===== src/rtl/fp_fixed_pkg.sv =====
// ----------------------------------------------------------------------------
// fp_fixed_pkg
// Constants and types shared by the fp32 <-> S13.18 fixed-point converters.
// S13.18: 32-bit two's complement, value = Y / 2^18.
// No ports (package).
// ----------------------------------------------------------------------------
package fp_fixed_pkg;

  localparam int FP_BIAS  = 127;
  localparam int FIX_FRAC = 18;
  // Exponent at which the 24-bit mantissa lands unshifted in S13.18:
  // 1.m * 2^(E-127) * 2^18 = m24 * 2^(E-127-23+18) = m24 << (E - 132).
  localparam int FIX_SHIFT_REF = FP_BIAS + 23 - FIX_FRAC;
  // |X| >= 2^13 no longer fits in the 13 integer bits.
  localparam logic [7:0] EXP_SAT = 8'd140;
  localparam logic [7:0] EXP_INF = 8'hFF;

  // Symmetric saturation: the negative limit is -(2^31 - 1), not -2^31.
  localparam logic [31:0] FIX_SAT_POS = 32'h7FFFFFFF;
  localparam logic [31:0] FIX_SAT_NEG = 32'h80000001;

  typedef enum logic [1:0] {
    ZERO = 2'd0,
    NORM = 2'd1,
    SAT  = 2'd2,
    NAN  = 2'd3
  } fx_class_e;

  // Classification order matters: inf/NaN share E = 255 with the
  // saturating range, so they are checked first.
  function automatic fx_class_e fx_classify(input logic [7:0] e,
                                            input logic [22:0] frac);
    if (e == EXP_INF)       return (frac != 23'd0) ? NAN : SAT;
    else if (e >= EXP_SAT)  return SAT;
    else if (e == 8'd0)     return ZERO;
    else                    return NORM;
  endfunction

endpackage


===== src/rtl/fp32_to_fixed32_if.sv =====
// ----------------------------------------------------------------------------
// fp32_to_fixed32_if
// Operand and result handshakes of the fp32 -> S13.18 converter.
//   X, valid_in, ready_in       : operand channel (into the converter)
//   Y, sat, nan, valid_out,
//   ready_out                   : result channel (out of the converter)
// Handshake: a beat transfers on a rising edge where valid && ready are both
// high. The sender holds its payload and valid stable until that edge; ready
// may change freely and carries no commitment on its own.
// modport slave  : converter view
// modport master : upstream/downstream (environment) view
// ----------------------------------------------------------------------------
interface fp32_to_fixed32_if;
  logic [31:0] X;
  logic        valid_in;
  logic        ready_in;
  logic [31:0] Y;
  logic        sat;
  logic        nan;
  logic        valid_out;
  logic        ready_out;

  modport slave (
    input  X, valid_in, ready_out,
    output ready_in, Y, sat, nan, valid_out
  );

  modport master (
    output X, valid_in, ready_out,
    input  ready_in, Y, sat, nan, valid_out
  );
endinterface


===== src/rtl/fp32_to_fixed32_fx_shift_round.sv =====
// ----------------------------------------------------------------------------
// fx_shift_round
// Combinational bidirectional barrel shifter: 24-bit mantissa -> 31-bit
// magnitude. Shift amount i_k is a 9-bit two's complement value:
// i_k >= 0 shifts left (only 0..7 occurs), i_k < 0 shifts right by -i_k.
// Build option FP2FX_ROUND_EN: round half away from zero in the right-shift
// path (adds the first bit shifted out); otherwise truncate.
//   i_m24 : {1, mantissa}
//   i_k   : signed shift amount
//   o_mag : unsigned magnitude, always < 2^31
// ----------------------------------------------------------------------------
module fx_shift_round (
  input  logic [23:0] i_m24,
  input  logic [8:0]  i_k,
  output logic [30:0] o_mag
);

  logic [8:0]  w_ramt;
  logic [30:0] w_lsh;
  logic [30:0] w_rmag;

  assign w_ramt = -i_k;
  // Left path: k <= 7 keeps the 24-bit mantissa within 31 bits.
  assign w_lsh  = {7'd0, i_m24} << i_k[2:0];

`ifdef FP2FX_ROUND_EN
  // One extra guard bit below the LSB carries the rounding increment; shifts
  // of 25+ clear everything, a shift of exactly 24 leaves only the guard.
  logic [24:0] w_rsh;
  assign w_rsh  = {i_m24, 1'b0} >> w_ramt;
  // Magnitude < 2^24 here, so the increment cannot overflow.
  assign w_rmag = {7'd0, w_rsh[24:1]} + {30'd0, w_rsh[0]};
`else
  logic [23:0] w_rsh;
  assign w_rsh  = i_m24 >> w_ramt;
  assign w_rmag = {7'd0, w_rsh};
`endif

  assign o_mag = i_k[8] ? w_rmag : w_lsh;

endmodule


===== src/rtl/fp32_to_fixed32.sv =====
// ----------------------------------------------------------------------------
// fp32_to_fixed32
// 3-stage pipelined IEEE-754 single -> S13.18 fixed-point converter.
// Saturates |X| >= 8192 and +-inf symmetrically, flushes denormals to 0,
// returns 0 with nan = 1 for NaN.
// Build option FP2FX_ROUND_EN: round to nearest (half away from zero) on
// inputs below the S13.18 LSB grid; default build truncates.
//   clock     : rising-edge clock
//   reset     : synchronous, active-high
//   bus.slave : X/valid_in/ready_in operand channel,
//               Y/sat/nan/valid_out/ready_out result channel
// Stages: S1 classify + field split, S2 shift/round, S3 sign/saturate.
// One global enable stalls all stages together, so ready_in depends only on
// the output register and the downstream ready.
// ----------------------------------------------------------------------------
module fp32_to_fixed32
  import fp_fixed_pkg::*;
(
  input  logic                   clock,
  input  logic                   reset,
  fp32_to_fixed32_if.slave       bus
);

  logic        w_en;

  // S1
  logic        r1_valid;
  fx_class_e   r1_cls;
  logic        r1_sign;
  logic [23:0] r1_m24;
  logic [8:0]  r1_k;
  fx_class_e   w_cls;
  logic [8:0]  w_k;

  // S2
  logic        r2_valid;
  fx_class_e   r2_cls;
  logic        r2_sign;
  logic [30:0] r2_mag;
  logic [30:0] w_mag;

  // S3
  logic        r3_valid;
  logic [31:0] r3_y;
  logic        r3_sat;
  logic        r3_nan;
  logic [31:0] w_y;

  assign w_en         = bus.ready_out || !r3_valid;
  assign bus.ready_in = w_en;

  assign w_cls = fx_classify(bus.X[30:23], bus.X[22:0]);
  // k = E - 132 in 9-bit two's complement; bit 8 is the sign.
  assign w_k   = {1'b0, bus.X[30:23]} - 9'(FIX_SHIFT_REF);

  fx_shift_round u_shift (
    .i_m24 (r1_m24),
    .i_k   (r1_k),
    .o_mag (w_mag)
  );

  always_comb begin
    w_y = 32'd0;
    case (r2_cls)
      SAT:     w_y = r2_sign ? FIX_SAT_NEG : FIX_SAT_POS;
      NORM:    w_y = r2_sign ? (~{1'b0, r2_mag} + 32'd1) : {1'b0, r2_mag};
      default: w_y = 32'd0;
    endcase
  end

  always_ff @(posedge clock) begin
    if (reset) begin
      r1_valid <= 1'b0;
      r1_cls   <= ZERO;
      r1_sign  <= 1'b0;
      r1_m24   <= 24'd0;
      r1_k     <= 9'd0;
      r2_valid <= 1'b0;
      r2_cls   <= ZERO;
      r2_sign  <= 1'b0;
      r2_mag   <= 31'd0;
      r3_valid <= 1'b0;
      r3_y     <= 32'd0;
      r3_sat   <= 1'b0;
      r3_nan   <= 1'b0;
    end else if (w_en) begin
      r1_valid <= bus.valid_in;
      r1_cls   <= w_cls;
      r1_sign  <= bus.X[31];
      r1_m24   <= {1'b1, bus.X[22:0]};
      r1_k     <= w_k;
      r2_valid <= r1_valid;
      r2_cls   <= r1_cls;
      r2_sign  <= r1_sign;
      r2_mag   <= w_mag;
      r3_valid <= r2_valid;
      r3_y     <= w_y;
      r3_sat   <= (r2_cls == SAT);
      r3_nan   <= (r2_cls == NAN);
    end
  end

  assign bus.Y         = r3_y;
  assign bus.sat       = r3_sat;
  assign bus.nan       = r3_nan;
  assign bus.valid_out = r3_valid;

endmodule

===== src/flat_wrapper.sv =====
// flat-port wrapper written by rule: the top's interface ports become plain ports
module fp32_to_fixed32_flat import fp_fixed_pkg::*;
  (clock, reset, bus_X, bus_valid_in, bus_ready_out, bus_ready_in, bus_Y, bus_sat, bus_nan, bus_valid_out);
  fp32_to_fixed32_if bus_i ();
  input  logic clock;
  input  logic reset;
  input wire logic [$bits(bus_i.X)-1:0] bus_X;
  input wire logic [$bits(bus_i.valid_in)-1:0] bus_valid_in;
  input wire logic [$bits(bus_i.ready_out)-1:0] bus_ready_out;
  output wire logic [$bits(bus_i.ready_in)-1:0] bus_ready_in;
  output wire logic [$bits(bus_i.Y)-1:0] bus_Y;
  output wire logic [$bits(bus_i.sat)-1:0] bus_sat;
  output wire logic [$bits(bus_i.nan)-1:0] bus_nan;
  output wire logic [$bits(bus_i.valid_out)-1:0] bus_valid_out;
  assign bus_i.X = bus_X;
  assign bus_i.valid_in = bus_valid_in;
  assign bus_i.ready_out = bus_ready_out;
  assign bus_ready_in = bus_i.ready_in;
  assign bus_Y = bus_i.Y;
  assign bus_sat = bus_i.sat;
  assign bus_nan = bus_i.nan;
  assign bus_valid_out = bus_i.valid_out;
  fp32_to_fixed32 u_core (.clock(clock), .reset(reset), .bus(bus_i));
endmodule

===== config.mk =====
export PLATFORM = sky130hd
export DESIGN_NAME = fp32_to_fixed32_flat
export DESIGN_NICKNAME = d
export VERILOG_FILES = /design/src/rtl/fp_fixed_pkg.sv /design/src/rtl/fp32_to_fixed32_if.sv /design/src/rtl/fp32_to_fixed32_fx_shift_round.sv /design/src/rtl/fp32_to_fixed32.sv /design/src/flat_wrapper.sv
export SDC_FILE = /design/constraint.sdc
export NUM_CORES = 1
export LEC_CHECK = 0
export BUFFER_PORTS_ARGS = -buffer_cell sky130_fd_sc_hd__clkbuf_2
export CORE_MARGIN = 4
export CORE_UTILIZATION = 30
export DETAILED_ROUTE_END_ITERATION = 10
export PLACE_DENSITY = 0.55
export SYNTH_ARGS = -nofsm -noshare
export SYNTH_HDL_FRONTEND = slang
export SYNTH_SLANG_ARGS = --single-unit

===== constraint.sdc =====
create_clock -name clock -period 4.27 [get_ports clock]
set_input_delay 0.427 -clock clock [delete_from_list [all_inputs] [get_ports clock]]
set_output_delay 0.427 -clock clock [all_outputs]
set_load 0.03 [all_outputs]

# == Yosys cells after proc, flatten, opt, wreduce, memory -nomap -nowiden ==
# Cells that the tools add are included.
# op_classes
add_sub_neg,3
n_mux,8
order_cmp,1
n_bitwise,1
n_eq_ne,4
n_reduce_logical,4
n_shift,2
# ops
operator,count
$mux 32,2
$pmux 32 s2,1
$add 32x1->32 const B,1
$not 31->32,1
$mux 31,1
$shl 24x3->31,1
$shr 24x9->24,1
$reduce_bool 23->1,1
$neg 9->9,1
$sub 8x8->9 const B,1
$eq 8x8->1 const B,1
$ge 8x8->1 const B,1
$logic_not 8->1,1
$eq 2x2->1 const B,2
$mux 2,2
$eq 2x1->1 const B,1
$mux 1,2
$logic_not 1->1,1
$logic_or 1x1->1,1
# totals
elab_cells,36
out_inout_bits,36
regBits,107
in_bits,36

# == Longest topological paths before layout ==
# depth
ltp_word,4
ltp_mapped,13
ltp_nobuf,7

# == Cells and area by module ==
# A second synthesis with hierarchy kept.
# hier_totals
cells_unflattened,938
hier_area_um2,7345.8
# modules_own_cells
mod,seq_area_each_um2,n_inst,area_each_um2,cells_each
fp32_to_fixed32,2142.1,1,4989.8,634
fx_shift_round,0.0,1,2356.0,304

# == Worst setup path after synthesis ==
# Ideal clock, no wire load.
# synth_timing
path_kind,reg-to-reg
start,reg u_core.r1_k[0]
end,reg u_core.r2_mag[2]
setup_slack_ns,1.167
arrival_ns,2.967
synth_period_minus_slack_ns,3.103
n_path_buf,6
setup_time_ns,0.136
stages_incl_launch_ff,13
required_ns,4.134
path_cell_list,dfxtp_1 buf_6 buf_2 buf_2 buf_2 inv_1 ha_1 buf_2 buf_1 mux4_2 mux2_2 a311oi_1 a211oi_1
# synth_between
elab_chain_len,3
elab_cells_between_ends,4
classes_between,add/sub (1); shift (2); mux (1)
# synth_rtl
item,line,rtl
start: declaration,fp32_to_fixed32.sv:31,logic [8:0] r1_k;
start signal: assignment,fp32_to_fixed32.sv:91,r1_k <= w_k;
$neg 9->9,fp32_to_fixed32_fx_shift_round.sv:22,assign w_ramt = -i_k;
$shr 24x9->24,fp32_to_fixed32_fx_shift_round.sv:35,assign w_rsh = i_m24 >> w_ramt;
$mux 31 (*),fp32_to_fixed32_fx_shift_round.sv:39,assign o_mag = i_k[8] ? w_rmag : w_lsh;
end signal: assignment,fp32_to_fixed32.sv:95,r2_mag <= w_mag;
end: declaration,fp32_to_fixed32.sv:39,logic [30:0] r2_mag;
# Every way passes the cells marked *; elsewhere a longest branch is shown, timed or not.
# A chain may end at the register's enable or synchronous reset.

# == Final worst setup path ==
# layout_timing
start,reg u_core.r1_k[1]
end,reg u_core.r2_mag[7]
# Same word-level chain as after synthesis.

==> out/metrics.yaml <==
setup_path:
  crit_buf_inv: 1
  reg2reg_depth: 6
  required_ns: 4.50
  cp-end-kind: "register"
  max_stage_delay_ns: 0.92
  path_max_fanout: 37
  crit_family: "compound AO/OA/AOI/OAI gates"
  path_cells: "buf_4, o31ai_1, nand2_2, mux2_2, a22oi_1, a21oi_1"
  path_depth: 6
  crit_path_start_kind: "register"
  path_class: "reg -> reg"
  cp.arrival_ns: 3.31
  cp_slowest_cell: "o31ai_1"
sta:
  layout_setup_ws_ns: 1.19
  finalHoldViolCount: 0
  finalSetupTns_ns: 0
  rsz0062_at_grt: "false"
  tightest_slew_ns: 1.20
  finalClockSkew_ns: 0.00912
  slew_viol_final: 0
  post-route-min-period_ns: 3.08
  period_share_pct: 72.1
  slew-limit-headroom_pct: 19.5
  fmax_mhz: 325
  finalSetupViolations: 0
drt:
  vias: 7152
  routedWlPerCell_um: 18.9
  ant_nets: 0
  drc_errors: 0
  drt_iter0_markers: 564
  via_per_inst: 5.66
  first_pass_iters: 7
  wl_um: 23900
synthesis:
  synth_top_area_share_pct: 28.8
  yosys_warnings: 0
  synth_fp_nets: 966
  synthArstFlopShare_pct: 0
  synth_edf_count: 0
  syn_area_um2: 7440
  yosys-top-cells-area: "dfxtp_1 29%, mux4_2 13%, a21oi_1 6.9%"
  syn_inst: 922
  avgSynthCellArea_um2: 8.07
  synth_cell_type_count: 66
  yosysMostFrequentCell: "nand2_1"
  synthTopCellsByCount: "119 x nand2_1, 107 x dfxtp_1, 103 x a21oi_1, 97 x nor2_1, 66 x clkbuf_1"
  yosysSeqAreaShare_pct: 28.8
  ys_ff_latch: 107
  synthFlopType: "dfxtp_1"
  synth_area_leader_cell: "dfxtp_1"
global_route:
  grt_pass1_wl_um: 37800
  grt_pass1_vias: 6558
  antenna_found_initial: 0
  grt_max_degree: 71
  grt_overflow: 0
  grt_util_all_layers_pct: 17.5
power:
  vdd_drop_max_v: 0.000200
  p_leak_nw: 3.02
  p_per_area_nw_per_um2: 334
clock_network:
  cts_max_path_buffers: 2
  htree_levels: 3
  path_clk_slew_ns: 0.07
  root_buffer: "clkbuf_16"
  cts_tree: "done"
  cts-resized-gates: 0
  cts_setup_buffers: 0
  numCtsBuffers: 9
  clk_latency_ns: 0.36
  cts_sinks: 107
  ctsHoldBuffers: 0
floorplanning:
  fp.dieW_um: 165
  start_util_pct: 30.5
  fp.coreArea_um2: 24400
  ioPinCount: 72
  dieArea_um2: 27400
  fp.dieH_um: 165
  fp-row-count: 57
run_status:
  status: "complete, no violations"
final_layout:
  diodes: 0
  nFillCells: 2610
  fin_cells: 1263
  nets: 978
  final_layout_size_suffix_gt1_share_pct: 18.5
  area_growth_pct: 11.8
worst_hold_path:
  min_delay_path_depth: 3
  worstHoldPathType: "in -> reg"
flow_run:
  cap_viol_max_count: 0
placed_design:
  gp_congestion: 0.921
  port_buffers: 71
  dpl.hpwl_um: 17300
  dp.cells: 1247
  dp_slack_ns: 1.31
==> cell families after synthesis <==
| family | count (synthesis) | synth area share [%] |
|---|---|---|
| and+or+nand+nor | 345 | 21.4 |
| AOI/OAI and AO/OA | 262 | 22.0 |
| DFF | 107 | 28.8 |
| buffers and inverters | 101 | 5.57 |
| muxes | 89 | 19.7 |
| xor gates and xnor gates | 10 | 1.18 |
| adders and majority gates | 8 | 1.35 |
==> where the power goes <==
group	total [W]	leakage, nW	switching, W	internal, W
Clock	0.000966	0.159	0.000391	0.000575
Sequential	0.00113	0.877	0.0000846	0.00104
Combinational	0.000683	1.99	0.000408	0.000275
Total	0.00278	3.02	0.000884	0.00189
==> stage by stage <==
| stage | utilization, % | power (W) | hold slack (ns) | cell area [um2] |
|---|---|---|---|---|
| 2_1_floorplan | - | 0.00163 | 0.432 | 7440 |
| 3_3_place_gp | 32.7 | 0.00182 | 0.441 | 7970 |
| 3_5_place_dp | 32.7 | 0.00182 | 0.445 | 7970 |
| 4_1_cts | 34.1 | 0.00279 | 0.284 | 8320 |
| 5_1_grt | 34.1 | 0.00291 | 0.305 | 8320 |
| 6_report | 34.1 | 0.00278 | 0.304 | 8320 |
==> final cells by class <==
cell class	count	area (um2)	share of cell area [%]
clock buffer	10	229	2.75
clock inverter	6	114	1.37
inverter	15	56.3	0.677
multi-input combinational	714	4890	58.8
sequential	107	2140	25.8
tap	324	405	4.88
timing repair buffer	87	478	5.75
==> cells in the final DEF, fill, tap and decap left out, types with 14 or more instances in the layout <==
cell type and instances:
inv_1 14, clkbuf_2 70, mux2i_1 30, nor2_1 97
nand2_1 119, nand3_1 26, mux2_2 15, dfxtp_1 106
mux4_2 42, nor3_1 28, a21oi_1 103, o21ai_0 55
a31oi_1 15, buf_4 17, nor4_1 16, a211oi_1 17
==> flip-flops by register name (all words and copies together) (netlist names), 2 cells and up <==
name,count
u_core.bus.Y,32
u_core.r1_cls,2
u_core.r1_k,9
u_core.r1_m24,24
u_core.r2_cls,2
u_core.r2_mag,31
==> routing by layer <==
layer / up-vias / routed length (um) / GRT usage [%]
met2: 285 / 10600 / 26.5
met3: 39 / 1550 / 3.13
met4: 0 / 663 / 6.15
met5: - / 0 / 0
met1: 3369 / 11100 / 25.1
li1: 3459 / - / -
==> worst register-to-register path, cell delays in order (launching register included) <==
cell,delay [ns]
dfxtp_1,0.31
buf_4,0.26
o31ai_1,0.92
nand2_2,0.62
mux2_2,0.49
a22oi_1,0.24
a21oi_1,0.11
==> final timing paths <==
kind	slack, ns	endpoint	start
setup / recovery	1.19	u_core.r2_mag[7]$_SDFFE_PP0P_	u_core.r1_k[1]$_SDFFE_PP0P_
hold / removal	0.30	u_core.r1_valid$_SDFFE_PP0P_	bus_valid_in
setup reg to reg	1.19	u_core.r2_mag[7]$_SDFFE_PP0P_	u_core.r1_k[1]$_SDFFE_PP0P_
hold reg to reg	0.45	u_core.r1_valid$_SDFFE_PP0P_	u_core.r1_valid$_SDFFE_PP0P_
(Power assumes the default switching activity.)
